==> src/rtl/td4_cpu.sv <==
// rtl/td4_cpu.sv - TD4-class 4-bit CPU with fixed 16x8 program ROM
module td4_cpu (
  input  logic       clock,
  input  logic       reset,
  input  logic [3:0] sw,
  output logic [3:0] LED
);

  logic [3:0] a;
  logic [3:0] b;
  logic [3:0] out_reg;
  logic [3:0] pc;
  logic       c;

  logic [7:0] instr;
  logic [3:0] opcode;
  logic [3:0] im;
  logic [3:0] src;
  logic [4:0] sum;

  assign opcode = instr[7:4];
  assign im     = instr[3:0];
  assign LED    = out_reg;

  // Program ROM: counts LED up from the switch value, then shows 5 and halts
  always_comb begin
    instr = 8'h00;
    case (pc)
      4'h0:    instr = 8'h20;
      4'h1:    instr = 8'h40;
      4'h2:    instr = 8'h90;
      4'h3:    instr = 8'h01;
      4'h4:    instr = 8'hE1;
      4'h5:    instr = 8'hB5;
      4'h6:    instr = 8'hF6;
      default: instr = 8'h00;
    endcase
  end

  // Adder source select; immediate-only instructions add to zero so carry clears
  always_comb begin
    src = 4'h0;
    case (opcode)
      4'b0000, 4'b0100:          src = a;
      4'b0101, 4'b0001, 4'b1001: src = b;
      4'b0010, 4'b0110:          src = sw;
      default:                   src = 4'h0;
    endcase
  end

  assign sum = {1'b0, src} + {1'b0, im};

  // Commit one instruction per clock: register write, carry, and PC update
  always_ff @(posedge clock or posedge reset) begin
    if (reset) begin
      a       <= 4'h0;
      b       <= 4'h0;
      out_reg <= 4'h0;
      pc      <= 4'h0;
      c       <= 1'b0;
    end else begin
      c <= sum[4];
      case (opcode)
        4'b0000, 4'b0011, 4'b0001, 4'b0010: a       <= sum[3:0];
        4'b0101, 4'b0111, 4'b0100, 4'b0110: b       <= sum[3:0];
        4'b1001, 4'b1011:                   out_reg <= sum[3:0];
        default: ;
      endcase
      case (opcode)
        4'b1111: pc <= im;
        4'b1110: pc <= c ? pc + 4'd1 : im;
        default: pc <= pc + 4'd1;
      endcase
    end
  end

endmodule

==> config.mk <==
export PLATFORM = sky130hd
export DESIGN_NAME = td4_cpu
export DESIGN_NICKNAME = d
export VERILOG_FILES = /design/src/rtl/td4_cpu.sv
export SDC_FILE = /design/constraint.sdc
export NUM_CORES = 1
export LEC_CHECK = 0
export ABC_AREA = 1
export ABC_CLOCK_PERIOD_IN_PS = 4800
export CAP_MARGIN = 20
export CELL_PAD_IN_SITES_DETAIL_PLACEMENT = 0
export CELL_PAD_IN_SITES_GLOBAL_PLACEMENT = 1
export CORE_ASPECT_RATIO = 1.5
export CORE_MARGIN = 4
export CORE_UTILIZATION = 44
export CTS_CLUSTER_DIAMETER = 40
export DETAILED_ROUTE_END_ITERATION = 8
export GPL_TIMING_DRIVEN = 0
export PLACE_DENSITY = 0.91
export SYNTH_ARGS = -nofsm -noshare
export SYNTH_HDL_FRONTEND = slang
export SYNTH_SLANG_ARGS = --single-unit
==> constraint.sdc <==
create_clock -name clock -period 4.8 [get_ports clock]
set_input_delay 1.2 -clock clock [delete_from_list [all_inputs] [get_ports clock]]
set_output_delay 1.2 -clock clock [all_outputs]
set_load 0.05 [all_outputs]
==> out/results.ini, run 1 <==
[timing]
slew-limit-headroom=0.586
tightest_slew_ps=620
finClkSkew_ps=1.99
min_period_over_period=0.582
period_needed_ps=2790
holdWs_ps=493
setup_viol=0
tns_ps=0
fmax_ghz=0.358
finalHoldViolations=0
rsz0062_at_grt=no
drv_slew=0

[min_path]
hp-class=reg2reg
hold_start=b[3]
hold_depth=2
whs_endpoint=b[3]

[floorplanning]
coreArea_um2=2260
dieArea_um2=3260
start_util=0.467
rows=21
fp.dieW_um=48
dieHeight_um=68
ios=10

[worst_setup_path]
crit_path_end_kind=flop
worstReg2RegStart=pc[0]
worstPathMaxFanout=5
r2r_end=a[3]
crit_type=reg2reg
startpoint_type=flop
r2r_cells=19
cp.arrival_ps=2990
rrSetupSlack_ps=2010
worstPathRequired_ps=4990

[cts]
path_clk_slew_ps=100
cts_resized=0
ctsHtreeMaxLevel=1
ctsRootBufferMaster=clkbuf_4
cts_buffers=3
ctsHoldBuffers=0
cts_tree=built
clock_path_buffers=2
postCtsSetupBuffers=0
clk_latency_ps=290
clock_sinks=17

[status]
status=finished, final reports clean

[logic_synthesis]
synth.distinct_cells=21
syn_area_per_cell_um2=7.94
yosysSeqAreaShare=0.403
synth_seq_cells=17
postSynthNetCount=147
syn_area_um2=1060
yosysWarningCount=0
synthCells=133

[finish]
drive_gt1_frac=0.123
multi_input_area_um2=544
seqCellArea_um2=425
fin_nets=161
n_fill_cell=234
antennaDiodeCount=0
syn2layout_area_growth_pct=13.9

[global_routing]
grt_max_degree=18
grt_remaining_overflow=0
grt_pass1_wl_um=4000
grt_pass1_vias=954
antenna_found_initial=0
grt.total_usage=0.168

[power]
pwr_density_cell_nw_per_um2=762
ir_drop_uv=389
leakagePower_nw=0.661

[place]
portBuffers=9
gp_congestion=0.801
hpwl_um=1710

[detailed_routing]
drt_pass1_iterations=4
wl_per_cell_um=12.5
finalWirelength_um=2110
viasPerCell=5.19
antenna_left=0
vias=877
drc_errors=0
drt-initial-drc-count=22

[run]
drv_cap=0

==> state kept, by name (all words and copies together), names as in the netlist <==
register  cells
LED           4
a             4
b             4
pc            4
c             1
==> cell families (layout without fill, tap and decap cells) <==
family / after synthesis / in the layout / synth area share
and+or+nand+nor: 65 / 65 / 0.297
buffers and inverters: 23 / 36 / 0.0818
AOI/OAI and AO/OA: 17 / 17 / 0.0912
DFF: 17 / 17 / 0.403
adders and majority gates: 8 / 8 / 0.102
xor gates and xnor gates: 3 / 3 / 0.0249
==> worst max-delay path, stage by stage (launching register included) <==
cell and delay, ps:
dfrtp_1 450, inv_1 100, ha_1 230, inv_1 60, nor2_1 130, inv_1 80, nand2_2 80, inv_2 40
nand2_2 90, inv_1 70, nand2_1 50, inv_1 70, nand2_1 60, nand3_1 120, ha_1 320, a21o_1 150
a21oi_1 220, nand4_1 190, nand3_1 120, nand2_1 50
==> worst max-delay path by stage <==
stage / start / to / slack, ps / depth (start not counted)
floorplan: pc[0] / LED[3] / 2390 / 19
global placement: sw[1] / b[3] / 1870 / 9
detailed placement: sw[1] / b[3] / 1830 / 9
CTS: pc[0] / b[3] / 1980 / 19
global route: pc[0] / b[3] / 1690 / 19
finish: pc[0] / a[3] / 2010 / 19
==> routing by layer <==
layer	track usage	up-vias	part of all wire
li1	-	444	-
met1	0.205	408	0.41
met2	0.286	18	0.54
met3	0.0289	7	0.026
met4	0.0606	0	0.025
met5	0	-	0
==> power by group <==
group	total, mW	internal [mW]	leakage, nW	switching [mW]
registers	0.259	0.211	0.213	0.0480
clock network	0.0775	0.0310	0.0177	0.0465
logic	0.580	0.196	0.430	0.384
total	0.916	0.438	0.661	0.478
==> through the flow <==
stage                     cell area (µm²)   util  setup WS (ps)  total power [mW]  instances
after floorplan                      1060      -           2390             0.705        133
after global placement               1170  0.520           1870             0.827        165
after detailed placement             1170  0.520           1830             0.848        165
after CTS                            1200  0.532           1980             0.928        169
after global routing                 1200  0.532           1690              1.02        169
final                                1200  0.532           2010             0.916        169
==> final cells by class <==
class | count | area share
multi-input combinational | 93 | 0.453
sequential | 17 | 0.354
timing repair buffer | 9 | 0.0749
inverter | 23 | 0.0718
tap | 23 | 0.0239
clock buffer | 3 | 0.0187
clock inverter | 1 | 0.00416
==> Yosys cell counts <==
cell type | count | share of area
a21o_1 | 1 | 0.0071
a21oi_1 | 2 | 0.0095
a21oi_2 | 1 | 0.0083
a31oi_1 | 1 | 0.0059
dfrtp_1 | 17 | 0.40
fa_1 | 1 | 0.019
ha_1 | 7 | 0.083
inv_1 | 20 | 0.071
inv_2 | 3 | 0.011
nand2_1 | 35 | 0.12
nand2_2 | 5 | 0.030
nand3_1 | 10 | 0.047
nand3_2 | 1 | 0.0095
nand3_4 | 1 | 0.017
nand4_1 | 4 | 0.024
nor2_1 | 7 | 0.025
nor2_4 | 2 | 0.021
o21ai_0 | 5 | 0.024
o21ai_1 | 6 | 0.028
o21ai_2 | 1 | 0.0083
xor2_1 | 3 | 0.025
==> cell usage in the layout, fill, tap and decap left out, types with 3 or more instances in the layout <==
cell / count
o21ai_0: 5
xor2_1: 3
nand3_1: 10
inv_2: 3
nand2_2: 5
inv_1: 20
ha_1: 7
dfrtp_1: 17
nand2_1: 35
nor2_1: 7
clkdlybuf4s50_1: 9
nand4_1: 4
clkbuf_4: 3
o21ai_1: 6
No activity file was read; power rests on OpenSTA's default activity.
==> run 2: changes to the inputs <==
- ABC_CLOCK_PERIOD_IN_PS: 4800 -> 2370
- CORE_UTILIZATION: 44 -> 37
- PLACE_DENSITY: 0.91 -> 0.82
- clock period: 4.8 -> 2.37 ns (I/O delays scaled with it)
==> run 2 against run 1 <==
Against the previous run:
- the flow now finishes with violations (negative setup slack)
- non-clock buffer count grew 23
- highest routed layer unchanged
- flip-flop and latch count is the same
- die area grew 16%
- clock-buffer cell count is the same
- sequential share of layout area shrank 7.9 points
- cell count grew 22%
- hold slack lost 18 ps
- global-route usage shrank 0.58 points
- design area grew 29%
- total power grew to 2.7 times the previous value
- largest cell class unchanged
- clock skew is essentially flat
==> out/results.ini, run 2 (synthesis gave the netlist of run 1 again) <==
[status]
status=finished, violations left
violations=negative setup slack

[cts]
cts_buffers=3  ; unchanged
cts_tree=built
clk_latency_ps=250  ; -40 ps
ctsHoldBuffers=0  ; unchanged
path_clk_slew_ps=60  ; -40 ps
ctsHtreeMaxLevel=1  ; unchanged
ctsRootBufferMaster=clkbuf_8
clock_sinks=17  ; unchanged
clock_path_buffers=2  ; unchanged

[floorplanning]
ios=10  ; unchanged
dieHeight_um=73.4  ; +8.0%
coreArea_um2=2710  ; +20%
start_util=0.390  ; -0.0770
rows=23  ; +9.5%
fp.dieW_um=51.6  ; +7.5%
dieArea_um2=3790  ; +16%

[place]
placed_cells=179  ; +8.5%
hpwl_um=1810  ; +5.8%
dp_slack_ps=-421  ; -2250 ps
gp_congestion=0.789  ; -1.5%
portBuffers=9  ; unchanged
post_dp_cell_area_um2=1190  ; +1.7%

[finish]
seqCellArea_um2=425  ; unchanged
drive_gt1_frac=0.396  ; +0.273
syn2layout_area_growth_pct=46.4
antennaDiodeCount=0  ; unchanged
fin_area_um2=1550  ; +29%
fin_nets=184  ; +14%
layoutNonFillerInstCount=206  ; +22%
n_fill_cell=260  ; +11%
layout_common_cells=29 x nand2_1, 21 x buf_4, 17 x dfrtp_1
layout_commonest_cell=nand2_1
post-route-util=0.572  ; +0.0396
multi_input_area_um2=672  ; +23%

[detailed_routing]
drt_pass1_iterations=4  ; unchanged
antenna_left=0  ; unchanged
finalWirelength_um=2620  ; +24%
viasPerCell=4.84  ; -6.6%
drt-initial-drc-count=40  ; +82%
drc_errors=0  ; unchanged
vias=998  ; +14%
wl_per_cell_um=12.7  ; +1.8%

[global_routing]
grt_max_degree=18  ; unchanged
grt_pass1_wl_um=4530  ; +13%
grt_pass1_vias=1076  ; +13%
grt_remaining_overflow=0  ; unchanged
antenna_found_initial=0  ; unchanged
grt.total_usage=0.163  ; -0.00577

[worst_setup_path]
cp.arrival_ps=2510  ; -480 ps
crit_path_end_kind=flop
crit_type=reg2reg
worstPathRequired_ps=2510  ; -2480 ps
worstPathMaxFanout=3  ; -2
worstReg2RegStart=pc[0]
startpoint_type=flop
startpoint=pc[0]

[timing]
finalHoldViolations=0  ; unchanged
period_needed_ps=2370  ; -422 ps
setup_viol=1  ; +1
tns_ps=-0.921  ; -0.921 ps
fmax_ghz=0.422  ; +18%
finClkSkew_ps=1.76  ; -0.235 ps
rsz0062_at_grt=yes
setup_slack_ps=-0.921  ; -2010 ps
min_period_over_period=1.00  ; +0.419
tightest_slew_ps=655  ; +34.4 ps
holdWs_ps=475  ; -17.9 ps
drv_slew=0  ; unchanged
slew-limit-headroom=0.563  ; -0.0229

[power]
p_total_mw=2.46  ; +170%
pwr_density_cell_nw_per_um2=1590  ; +110%
leakagePower_nw=0.794  ; +20%
ir_drop_uv=865  ; +120%

[run]
drv_cap=0  ; unchanged

[min_path]
hold_start=b[3]
hp-class=reg2reg

-- run 2: routing by layer --
layer,vias to the layer above,global-route usage,wire length (µm)
li1,493,-,-
met1,471,0.157,957
met5,-,0,0
met4,0,0.0991,114
met3,10,0.0345,83
met2,24,0.305,1460
-- run 2: what timing repair did --
| action | CTS | global route |
|---|---|---|
| endpoints found under the setup margin | 10 | 10 |
| resized for setup | 20 | 17 |
| pin swaps | 12 | 20 |
| buffers inserted | 19 | 4 |
-- run 2: power by group --
group	internal, mW	total (mW)	switching [mW]
clock	0.117	0.213	0.0966
sequential	0.428	0.535	0.107
combinational	0.719	1.72	0.997
total	1.26	2.46	1.20
-- run 2: layout make-up --
type	instances	share of cell area
multi-input cells	93	0.434
flip-flops and latches	17	0.275
repair buffers	32	0.175
inverters	23	0.0558
well taps	37	0.0299
clock buffers	3	0.0267
clock inverters	1	0.00324
-- run 2: worst max-delay path, stage by stage (launching register included) --
cell and delay [ps]:
dfrtp_1 400, inv_2 70, ha_4 160, buf_6 120, o21ai_4 190, buf_6 130, nand3_2 60, inv_2 80
nand2_2 60, nand3_4 90, ha_4 190, a21o_1 180, a21oi_2 180, nand4_1 170, nand3_1 130, nand2_1 60
-- run 2: path summary, 6_finish.rpt --
kind / end / slack (ps) / depth (start not counted)
min in group asynchronous: pc[3] / 730 / 2
setup / recovery: b[3] / -0.9 / 15
hold reg to reg: b[3] / 470 / 2
setup reg to reg: b[3] / -0.9 / 15
max in group asynchronous: c / 1220 / 2
hold / removal: b[3] / 470 / 2
==> run 3: changes to the inputs <==
- GPL_ROUTABILITY_DRIVEN: not set -> 0
==> results of run 3 <==
Final layout, timing and power as in run 2 (identical DEF).
==> RTL edit 1, RTL diff (settings of run 1) <==
Reset style: synchronous (`reset`), changed in one clocked block.
--- a/src/rtl/td4_cpu.sv
+++ b/src/rtl/td4_cpu.sv
@@ -53,3 +53,3 @@
   // Commit one instruction per clock: register write, carry, and PC update
-  always_ff @(posedge clock or posedge reset) begin
+  always_ff @(posedge clock) begin
     if (reset) begin
Formal check against the unedited RTL: differs if reset is asserted again (counterexample within 4 cycles, from zero or initial values and one cycle with reset high); with reset held inactive, the same outputs for 10 cycles.
==> RTL edit 1 against run 1 <==
- critical path depth decreased by 2
- clock power shrank 3.0%
- routed wire length increased by 8.8%
- sequential power shrank 23%
- utilization down 2.0 points
- power decreased by 34%
- sequential share of layout area is 7.9 points lower
- die area increased by 3.9%
- setup slack gained 0.10 ns
- design area rose by 3.1%
- global-route usage fell by 2.4 points
- synthesized area rose by 4.5%
- synthesized cell count up 11%
- sequential cell count is the same
==> RTL edit 1: results (changes against run 1) <==
status -> finished, final reports clean
Syn Nets -> 161 (+9.5%)
reg2reg start -> pc[0]
path depth of the worst reg2reg path -> 17 (-2)
Clock Skew -> 0.00557 ns (+0.00357 ns)
Post-Place Worst Slack -> 1.90 ns (+0.0730 ns)
CP Launch Point -> pc[0]
Fillers -> 252 (+7.7%)
largest net degree at the start of global routing -> 10 (-8)
Sequential Power Share -> 33.1% (+4.9 points)
total track usage -> 14.4% (-2.4 points)
CLK BUF -> 4 (+1)
commonest cells in the netlist -> 30 x nand2_1, 17 x dfxtp_1, 17 x nor2_1
ranking of synthesized cells by area -> dfxtp_1 31%, nand2_1 10%, ha_1 7.9%
CP max stage cell -> dfxtp_1
clock network area share -> 2.12% (-0.17 points)
peak fanout along the critical path -> 8 (+3)
NonClk Buf Share -> 7.67% (+0.18 points)
Synth cell types -> 28 (+33%)
setup ws final -> 2.11 ns (+0.104 ns)
seq_cells -> 17 (unchanged)
Seq/Total Area, Yosys -> 30.8% (-9.4 points)
net switching power -> 0.277 mW (-42%)
Worst EP arrival -> 2.88 ns (-0.11 ns)
PortBufs -> 8 (-1)
worst r2r dst -> b[3]
area of the multi-input gates -> 667 sq um (+23%)
share of cells above drive strength 1 -> 20.1% (+7.8 points)
GPL Wtd Cong -> 0.900 (+12%)
CP max stage delay -> 0.40 ns (-0.05 ns)
wire length per cell -> 12.5 um (+0.49%)
vias in the first global route -> 982 (+2.9%)
nets -> 174 (+8.1%)
DR vias -> 971 (+11%)
Signal inverters -> 21 (-8.7%)
Iteration-0 DRC Markers -> 15 (-32%)
Multi-input comb cells -> 107 (+15%)
sequential share of cell area -> 27.4% (-7.9 points)
post-DP HPWL -> 1950 um (+13%)
## RTL edit 1: changes by cell type after synthesis, sizes merged, moves of 2 or more
cell / change
nor2: +13
o21ai: -3
nand4: -3
nand2: -5
dfrtp: -17
buf: +2
a21oi: +6
nand3: +5
inv: -2
dfxtp: +17
## RTL edit 1: worst min path at each step
| stage | from | end | slack, ns | depth (start not counted) |
|---|---|---|---|---|
| after floorplan | b[0] | b[0] | 0.45 | 2 |
| after global placement | b[0] | b[0] | 0.46 | 2 |
| after detailed placement | b[1] | b[1] | 0.47 | 2 |
| after CTS | b[1] | b[1] | 0.49 | 2 |
| after global routing | b[1] | b[1] | 0.51 | 2 |
| final | b[0] | b[0] | 0.49 | 2 |
## RTL edit 1: power groups by stage
stage | Sequential, mW | Combinational (mW) | Clock (mW)
floorplan | 0.223 | 0.232 | 0
global placement | 0.202 | 0.320 | 0
detailed placement | 0.203 | 0.330 | 0
CTS | 0.200 | 0.331 | 0.0800
global route | 0.203 | 0.367 | 0.0850
finish | 0.199 | 0.327 | 0.0752
## RTL edit 1: metrics by stage
| stage | cells | cell area, sq um |
|---|---|---|
| after floorplan | 147 | 1100 |
| after detailed placement | 179 | 1210 |
| final | 183 | 1240 |
| after global routing | 183 | 1240 |
| after global placement | 179 | 1210 |
| after CTS | 183 | 1240 |
## RTL edit 1: logic make-up (layout without fill, tap and decap cells)
kind of cell               Yosys count  count (layout)  share of synthesized area [%]
DFF                                 17              17                           30.8
buffers and inverters               23              35                           8.73
AOI/OAI and AO/OA                   20              20                           11.0
and+or+nand+nor                     76              76                           37.3
adders and majority gates            8               8                           9.75
xor gates and xnor gates             3               3                           2.38
## RTL edit 1: per-layer routing
metal  GRT usage (%)  share of wire [%]
met1            13.3                 37
met2            28.9                 57
met3            1.51                2.1
met4            7.78                3.6
met5               0                  0
==> RTL edit 2, RTL diff (settings of run 1) <==
Made on the original files. Add an input register stage for `sw`, without a reset; this delays it by one clock.
--- a/src/rtl/td4_cpu.sv
+++ b/src/rtl/td4_cpu.sv
@@ -7,2 +7,8 @@
 );
+
+  logic [3:0] sw_q;
+
+  always_ff @(posedge clock) begin
+    sw_q <= sw;
+  end
 
@@ -45,3 +51,3 @@
       4'b0101, 4'b0001, 4'b1001: src = b;
-      4'b0010, 4'b0110:          src = sw;
+      4'b0010, 4'b0110:          src = sw_q;
       default:                   src = 4'h0;
Behaviour: not the same (Yosys sat finds a counterexample within 4 cycles, from zero or initial values and one cycle with reset high).
==> RTL edit 2 against run 1 <==
- die area up 12%
- clock skew up 0.0029 ns
- global-route usage down 2.2 points
- sequential cell count up 4
- synthesized cell count up 6.0%
- synthesized area up 14%
- first-iteration DRC count down 9.1%
- power up 15%
- setup slack better by 0.091 ns
- routed wire length up 9.6%
- combinational power up 18%
- clock power up 11%
- design area up 13%
- critical endpoint is now LED[2]
- largest cell class unchanged
==> RTL edit 2: results (changes against run 1) <==
met2 wire len -> 1250 um (+9.8%)
Lkg Pwr -> 0.713 nW (+7.8%)
global-route wire length before repair -> 4100 um (+2.6%)
CTS clk-pin slew, worst paths -> 0.12 ns (+0.02 ns)
Seq/Total Area, Yosys -> 42.1% (+1.8 points)
wire length on met1 -> 963 um (+11%)
post-DP HPWL -> 1830 um (+6.6%)
met3 wire length -> 50 um (-7.4%)
total track usage -> 14.6% (-2.2 points)
ys async rst share -> 81.0% (-19 points)
Synth cell types -> 26 (+24%)
Clock Skew -> 0.00492 ns (+0.00292 ns)
net switching power -> 0.541 mW (+13%)
Fillers -> 240 (+2.6%)
commonest cells in the netlist -> 38 x nand2_1, 18 x inv_1, 17 x dfrtp_1
R2R setup slack -> 2.10 ns (+0.09 ns)
ranking of synthesized cells by area -> dfrtp_1 35%, nand2_1 12%, ha_1 7.3%
share of cells above drive strength 1 -> 15.6% (+3.3 points)
GPL Wtd Cong -> 0.829 (+3.4%)
status -> finished, final reports clean
vias per cell -> 4.87 (-6.2%)
Worst EP arrival -> 2.92 ns (-0.07 ns)
placed cells -> 186 (+13%)
wire length per cell -> 12.2 um (-2.5%)
Fin Hold WS -> 0.501 ns (+0.00842 ns)
peak fanout along the critical path -> 8 (+3)
vias in the first global route -> 924 (-3.1%)
path depth of the worst reg2reg path -> 13 (-6)
[RTL edit 2: cell count changes after synthesis, sizes merged, moves of 2 or more]
cell    change
a31oi       +2
dfxtp       +4
nand3       +4
nand4       -2
o211ai      +2
o21ai       -4
[RTL edit 2: power by group through the flow]
stage,logic [mW],clock network (mW),registers [mW]
final,0.687,0.0860,0.282
after global routing,0.777,0.0939,0.293
after CTS,0.694,0.0894,0.283
after detailed placement,0.688,0,0.287
after global placement,0.674,0,0.283
after floorplan,0.494,0,0.330
[RTL edit 2: metrics by stage]
step | instance area (sq um) | setup slack, ns | power (mW)
after floorplan | 1200 | 2.38 | 0.823
after global placement | 1340 | 2.17 | 0.958
after detailed placement | 1340 | 2.12 | 0.975
after CTS | 1360 | 2.09 | 1.07
after global routing | 1360 | 1.88 | 1.16
final | 1360 | 2.10 | 1.06
[RTL edit 2: critical path, delay by kind of cell, from the launching register on]
family / cells / cell delay, ns
simple gates: 6 / 0.65
xor+xnor: 1 / 0.22
fa+ha+maj: 3 / 0.84
buf+inv: 2 / 0.18
mux: 1 / 0.28
flops: 1 / 0.44
[RTL edit 2: worst paths after layout]
check	start	endpoint
setup / recovery	pc[0]	LED[2]
hold / removal	a[0]	a[0]
setup reg to reg	pc[0]	LED[2]
hold reg to reg	a[0]	a[0]
max in group asynchronous	reset	a[1]
min in group asynchronous	reset	LED[3]
[RTL edit 2: layout make-up]
class / count / share of cell area (%)
timing repair buffer: 9 / 6.61
buffer: 1 / 0.826
clock buffer: 3 / 1.65
tap: 36 / 3.30
inverter: 22 / 6.06
sequential: 21 / 37.1
clock inverter: 1 / 0.367
multi-input combinational: 97 / 44.1
[RTL edit 2: cell families after synthesis]
logic type / count (synthesis) / synth area share (%)
AO/OA/AOI/OAI: 16 / 7.39
XOR/XNOR: 3 / 2.19
adder cells (fa/ha/maj): 8 / 8.96
buffers and inverters: 23 / 7.81
flip-flops: 21 / 42.1
multiplexers: 1 / 0.937
AND/OR/NAND/NOR: 69 / 30.6
[RTL edit 2: metal layers]
metal / GRT usage (%) / up-vias
li1: - / 475
met1: 17.6 / 433
met2: 25.9 / 12
met3: 1.64 / 5
met4: 6.29 / 0
met5: 0 / -
